**src/rtl/card_dealer.sv**
```systemverilog
// card_dealer: deals cards from a 52-entry lookup ROM in pseudo-random order.
// A free-running 8-bit LFSR picks a starting deck position. Positions that are
// already dealt are skipped by linear probing, one position per cycle. A dealt
// mask and a cards-remaining count track the state of the deck.
// card_dealer_checker holds the protocol assertions and is instantiated by the
// environment.

module card_dealer #(
    parameter int DECK_SIZE = 52,
    parameter int LFSR_W    = 8
) (
    input  logic              clk,
    input  logic              rst,
    input  logic              shuffle,
    input  logic [LFSR_W-1:0] seed,
    input  logic              deal_req,
    output logic              busy,
    output logic              deal_valid,
    output logic              deal_empty,
    output logic [6:0]        card,
    output logic [5:0]        card_addr,
    output logic [5:0]        cards_left,
    output logic [5:0]        lookup_addr,
    input  logic [6:0]        lookup_data
);

    localparam logic [5:0] DECK_N   = 6'(DECK_SIZE);
    localparam logic [5:0] LAST_IDX = 6'(DECK_SIZE - 1);

    typedef enum logic [0:0] {
        IDLE = 1'b0,
        SEEK = 1'b1
    } state_t;

    // Fibonacci step for x^8+x^6+x^5+x^4+1, shifting towards the MSB.
    function automatic logic [LFSR_W-1:0] lfsr_step(input logic [LFSR_W-1:0] s);
        return {s[LFSR_W-2:0], s[7] ^ s[5] ^ s[4] ^ s[3]};
    endfunction

    // Fold the low six LFSR bits into 0..51. Values 52..63 map onto 0..11.
    function automatic logic [5:0] fold_candidate(input logic [LFSR_W-1:0] s);
        logic [5:0] c;
        c = s[5:0];
        if (c >= DECK_N) begin
            return c - DECK_N;
        end else begin
            return c;
        end
    endfunction

    // Linear probe advance with wrap from the last deck position back to 0.
    function automatic logic [5:0] probe_step(input logic [5:0] p);
        if (p == LAST_IDX) begin
            return 6'd0;
        end else begin
            return p + 6'd1;
        end
    endfunction

    state_t                 state_q;
    logic [DECK_SIZE-1:0]   mask_q;
    logic [5:0]             left_q;
    logic [LFSR_W-1:0]      lfsr_q;
    logic [LFSR_W-1:0]      lfsr_d;
    logic [LFSR_W-1:0]      reload_d;
    logic [5:0]             cand_d;
    logic [5:0]             probe_q;
    logic                   busy_q;
    logic                   valid_q;
    logic                   empty_q;
    logic [6:0]             card_q;
    logic [5:0]             card_addr_q;

    // Next LFSR value, shuffle reload value (all-zero seed would lock up) and start candidate.
    always_comb begin
        lfsr_d   = lfsr_step(lfsr_q);
        cand_d   = fold_candidate(lfsr_q);
        reload_d = {{(LFSR_W-1){1'b0}}, 1'b1};
        if (seed != {LFSR_W{1'b0}}) begin
            reload_d = seed;
        end else begin
            reload_d = {{(LFSR_W-1){1'b0}}, 1'b1};
        end
    end

    // Dealing FSM: accept requests in IDLE, probe for a free slot in SEEK.
    always_ff @(posedge clk) begin
        if (rst) begin
            state_q     <= IDLE;
            mask_q      <= '0;
            left_q      <= DECK_N;
            lfsr_q      <= {{(LFSR_W-1){1'b0}}, 1'b1};
            probe_q     <= 6'd0;
            busy_q      <= 1'b0;
            valid_q     <= 1'b0;
            empty_q     <= 1'b0;
            card_q      <= 7'd0;
            card_addr_q <= 6'd0;
        end else begin
            valid_q <= 1'b0;
            empty_q <= 1'b0;
            if (shuffle) begin
                // Shuffle wins over any request and abandons a deal in progress.
                lfsr_q  <= reload_d;
                mask_q  <= '0;
                left_q  <= DECK_N;
                state_q <= IDLE;
                busy_q  <= 1'b0;
            end else begin
                lfsr_q <= lfsr_d;
                case (state_q)
                    IDLE: begin
                        if (deal_req) begin
                            if (left_q == 6'd0) begin
                                empty_q <= 1'b1;
                            end else begin
                                probe_q <= cand_d;
                                state_q <= SEEK;
                                busy_q  <= 1'b1;
                            end
                        end else begin
                            state_q <= IDLE;
                        end
                    end
                    SEEK: begin
                        if (!mask_q[probe_q]) begin
                            card_q          <= lookup_data;
                            card_addr_q     <= probe_q;
                            mask_q[probe_q] <= 1'b1;
                            left_q          <= left_q - 6'd1;
                            valid_q         <= 1'b1;
                            state_q         <= IDLE;
                            busy_q          <= 1'b0;
                        end else begin
                            // A free slot is guaranteed while cards remain, so this terminates.
                            probe_q <= probe_step(probe_q);
                        end
                    end
                    default: begin
                        state_q <= IDLE;
                        busy_q  <= 1'b0;
                    end
                endcase
            end
        end
    end

    // The probe register doubles as the ROM address and holds its value in IDLE.
    assign lookup_addr = probe_q;
    assign busy        = busy_q;
    assign deal_valid  = valid_q;
    assign deal_empty  = empty_q;
    assign card        = card_q;
    assign card_addr   = card_addr_q;
    assign cards_left  = left_q;

endmodule


```
**config.mk**
```make
export PLATFORM = sky130hd
export DESIGN_NAME = card_dealer
export DESIGN_NICKNAME = d
export VERILOG_FILES = /design/src/rtl/card_dealer.sv
export SDC_FILE = /design/constraint.sdc
export NUM_CORES = 1
export LEC_CHECK = 0
export CAP_MARGIN = 25
export CORE_MARGIN = 2
export CORE_UTILIZATION = 39
export DETAILED_ROUTE_END_ITERATION = 10
export DONT_BUFFER_PORTS = 1
export SYNTH_ARGS = -nofsm -noshare
export SYNTH_HDL_FRONTEND = slang
export SYNTH_SLANG_ARGS = --single-unit
export TNS_END_PERCENT = 100
```
**constraint.sdc**
```tcl
create_clock -name clk -period 2.6 [get_ports clk]
set_input_delay 0.26 -clock clk [delete_from_list [all_inputs] [get_ports clk]]
set_output_delay 0.26 -clock clk [all_outputs]
set_load 0.02 [all_outputs]
```
==> impl_results.rst <==
.. list-table::
   :header-rows: 1

   * - Metric
     - Value
   * - Status
     - complete, but fails checks
   * - Number of cell rows
     - 37
   * - Top_reg_cell synth
     - sky130_fd_sc_hd__dfxtp_1
   * - Layout fillers
     - 992
   * - Synth top area share
     - between 40% and 50%
   * - Total GRT Usage
     - 19.7%
   * - Number of H-tree levels
     - 3
   * - Initial antenna violation count
     - 0
   * - Most used standard cells in the synthesized netlist
     - sky130_fd_sc_hd__dfxtp_1 (89), sky130_fd_sc_hd__a32o_1 (45), sky130_fd_sc_hd__nand2_1 (45)
   * - Worst IR drop on VDD
     - 0.282 mV
   * - Floorplan die width
     - between 100 and 150 um
   * - Clock sink count
     - 89
   * - Req. time, crit path
     - 2.90 ns
   * - Post-route standard cell area excluding fillers
     - 5010 um^2
   * - Die footprint
     - ~12000 um^2
   * - Slowest cell on the critical path
     - sky130_fd_sc_hd__mux4_2
   * - Post-synth top area cell
     - sky130_fd_sc_hd__dfxtp_1
   * - Clock transition time at the flip-flop clock pins of the worst setup and hold paths
     - roughly 0.090 ns
   * - Kind of end point of the critical path
     - flip-flop
   * - Netlist cell types
     - 52
   * - Final Cycle Share
     - 100%
   * - Routability-driven placement congestion ratio
     - 0.909
   * - Synth warn
     - 0
   * - Num CTS Buffers
     - 9
   * - Type of element launching the critical path
     - flip-flop
   * - Drt first-iter violations
     - 262
   * - Rel. slew slack
     - 50.3%
   * - Post-Synthesis Net Count
     - 457
   * - Post-synthesis to final-layout area growth
     - 20.1%
   * - Sequential cell area in the final layout
     - roughly 1800 um^2
   * - DR vias
     - 3616
   * - Setup repair after global routing missed its margin
     - true
   * - Number of detailed-routing iterations run before antenna repair
     - 5
   * - Combined area of all synthesized cells
     - 4170 um^2
   * - Drt wl/cell
     - 19.0 um
   * - Area of the core
     - approximately 10000 um^2
   * - Static leakage
     - 1.78 nW
   * - Synthesized area per cell
     - slightly below 10 um^2
   * - Setup slack of the critical path after layout
     - -0.0112 ns
   * - Minimum setup slack after placement
     - -0.0434 ns
   * - Final layout net count
     - 483
   * - Area of the multi-input gates
     - 2240 um^2
   * - Hold_ws
     - 0.0206 ns
   * - Async set or reset register ratio after synthesis
     - 0%
   * - Final hold vios
     - 0
   * - Arrival time reported for the critical path endpoint
     - roughly 2.9 ns
   * - Number of vias per cell
     - 6.03
   * - First-pass GRT wire length
     - 17.8 mm
   * - Worst hold-check path type
     - input port to flip-flop
   * - Maximum clock insertion buffer count
     - 2
   * - Number of register bits inferred by synthesis
     - about 90
   * - Diodes inserted
     - 0
   * - Vias in the first global route
     - 3429
   * - Highest cell delay on the worst timing path
     - 0.51 ns
   * - Skew final
     - 0.0113 ns
   * - Final Routed Wirelength
     - between 10 and 15 mm
   * - Share of final-layout standard cells stronger than drive strength 1
     - between 20% and 30%
   * - Die height
     - 107 um
   * - CTS tree
     - done
   * - Final global-route overflow total
     - 0
   * - Top delay family on crit path
     - multiplexers
   * - Worst Path Max Fanout
     - 7
   * - Number of failing setup endpoints in the final timing report
     - 1
   * - Type of the worst setup path
     - flip-flop to flip-flop
   * - Violations in the final reports
     - negative setup slack
   * - Top Ports
     - 47
   * - Leading cell type by number of instances after synthesis
     - sky130_fd_sc_hd__dfxtp_1
   * - Count of max-cap constraint violations
     - 0
   * - Starting density of the core
     - 40.3%
   * - Count of flip-flops with a built-in enable after synthesis
     - 0
   * - Transition time at the pin with the least slew margin
     - about 0.74 ns
   * - Number of design rule violations left after detail routing
     - 0
   * - Sequential cell area fraction in the yosys report
     - between 40% and 50%
   * - Detail Route Antenna Nets
     - 0
   * - Worst-path cell chain
     - mux4_2, mux2_4, a221o_1, nor4_4, buf_6, buf_8, mux2i_1
   * - Final Critical Period
     - 2.61 ns
   * - Hpwl dp
     - between 7 and 8 mm
   * - Sum of buffers and inverters on the critical path
     - 2
   * - Count of input and output buffers
     - 0
   * - Clock Latency Late Sink
     - 0.37 ns
   * - Fmax
     - 383 MHz
   * - Synth top area cells
     - sky130_fd_sc_hd__dfxtp_1 (43%), sky130_fd_sc_hd__a32o_1 (11%), sky130_fd_sc_hd__mux2i_1 (7.4%), sky130_fd_sc_hd__nand2_1 (4.0%), sky130_fd_sc_hd__mux4_2 (3.2%)
   * - Gate count after technology mapping
     - 433
   * - Maximum number of pins on one net before global-route repair
     - 30
   * - Library cell used as clock root buffer
     - sky130_fd_sc_hd__clkbuf_8
   * - Max-slew violation count
     - 0
   * - Overall power consumption
     - 2.79 mW
   * - Power density over the cells
     - 556 nW/um^2
   * - Cell area reported after detailed placement
     - approximately 4500 um^2
==> power by group <==
group | internal (mW) | switching [mW]
Clock | 0.638 | 0.523
Sequential | 1.38 | 0.0244
Combinational | 0.0985 | 0.128
Total | 2.11 | 0.675
==> state kept, by name, summed over array words and instances (netlist names) <==
register	flops
mask_q	52
lfsr_q	8
card	7
card_addr	6
cards_left	6
lookup_addr	6
busy	1
deal_empty	1
deal_valid	1
state_q	1
==> metal layers <==
| layer | track usage [%] | vias up | share of wire (%) |
|---|---|---|---|
| met5 | 0 | - | 0 |
| met4 | 5.40 | 0 | 1.7 |
| met3 | 5.39 | 20 | 7.2 |
| met2 | 31.0 | 135 | 47 |
| met1 | 26.6 | 1772 | 44 |
| li1 | - | 1689 | - |
==> final cells by class <==
cell class / count / area share, %
well taps: 136 / 3.39
flip-flops and latches: 89 / 35.8
multi-input cells: 294 / 44.6
clock inverters: 7 / 2.37
clock buffers: 9 / 2.47
repair buffers: 55 / 10.6
inverters: 10 / 0.749
==> repair_timing <==
item | CTS | global route
hold buffers | 3 | 0
resized for setup | 1 | 26
endpoints found under the hold margin | 9 | 0
cloned | 0 | 3
pin swaps | 0 | 15
buffers inserted | 0 | 5
endpoints found under the setup margin | 41 | 63
==> placed cells by master, fill, tap and decap left out, drive strengths merged, types with 4 or more instances in the layout <==
cell,count
and3,4
o21ai,8
nand2,45
a21oi,13
nor4,12
buf,50
o31ai,4
mux2i,31
nand4,6
mux4,6
inv,10
clkbuf,11
ha,5
a32o,45
dfxtp,89
nand3b,6
xnor2,4
nor3,9
nor2,23
o211ai,4
mux2,7
and2,6
o21a,7
nand3,13
or3b,4
==> path summary, 6_finish.rpt <==
kind | start | slack, ns | cells after the start | endpoint
hold / removal | lookup_data[2] | 0.02 | 2 | card[2]$_SDFFE_PP0P_
setup / recovery | lookup_addr[0]$_SDFFE_PP0P_ | -0.01 | 7 | card_addr[3]$_SDFFE_PP0P_
setup reg to reg | lookup_addr[0]$_SDFFE_PP0P_ | -0.01 | 7 | card_addr[3]$_SDFFE_PP0P_
hold reg to reg | mask_q[10]$_SDFFE_PP0P_ | 0.47 | 1 | mask_q[10]$_SDFFE_PP0P_
==> cells by family after synthesis <==
group	after synthesis	synth area share [%]
xor+xnor	4	0.839
mux	44	12.6
buf+inv	50	5.10
flops	89	42.7
compound gates	98	19.6
fa+ha+maj	5	1.50
simple gates	143	17.7
==> per-stage QoR <==
step                      cells  setup TNS, ns  utilization (%)
after CTS                   592        -0.0650             46.4
after global routing        600          -2.99             48.3
after floorplan             433              0                -
final                       600        -0.0112             48.3
after detailed placement    573         -0.499             43.7
after global placement      573         -0.312             43.7
(Power assumes the default switching activity.)
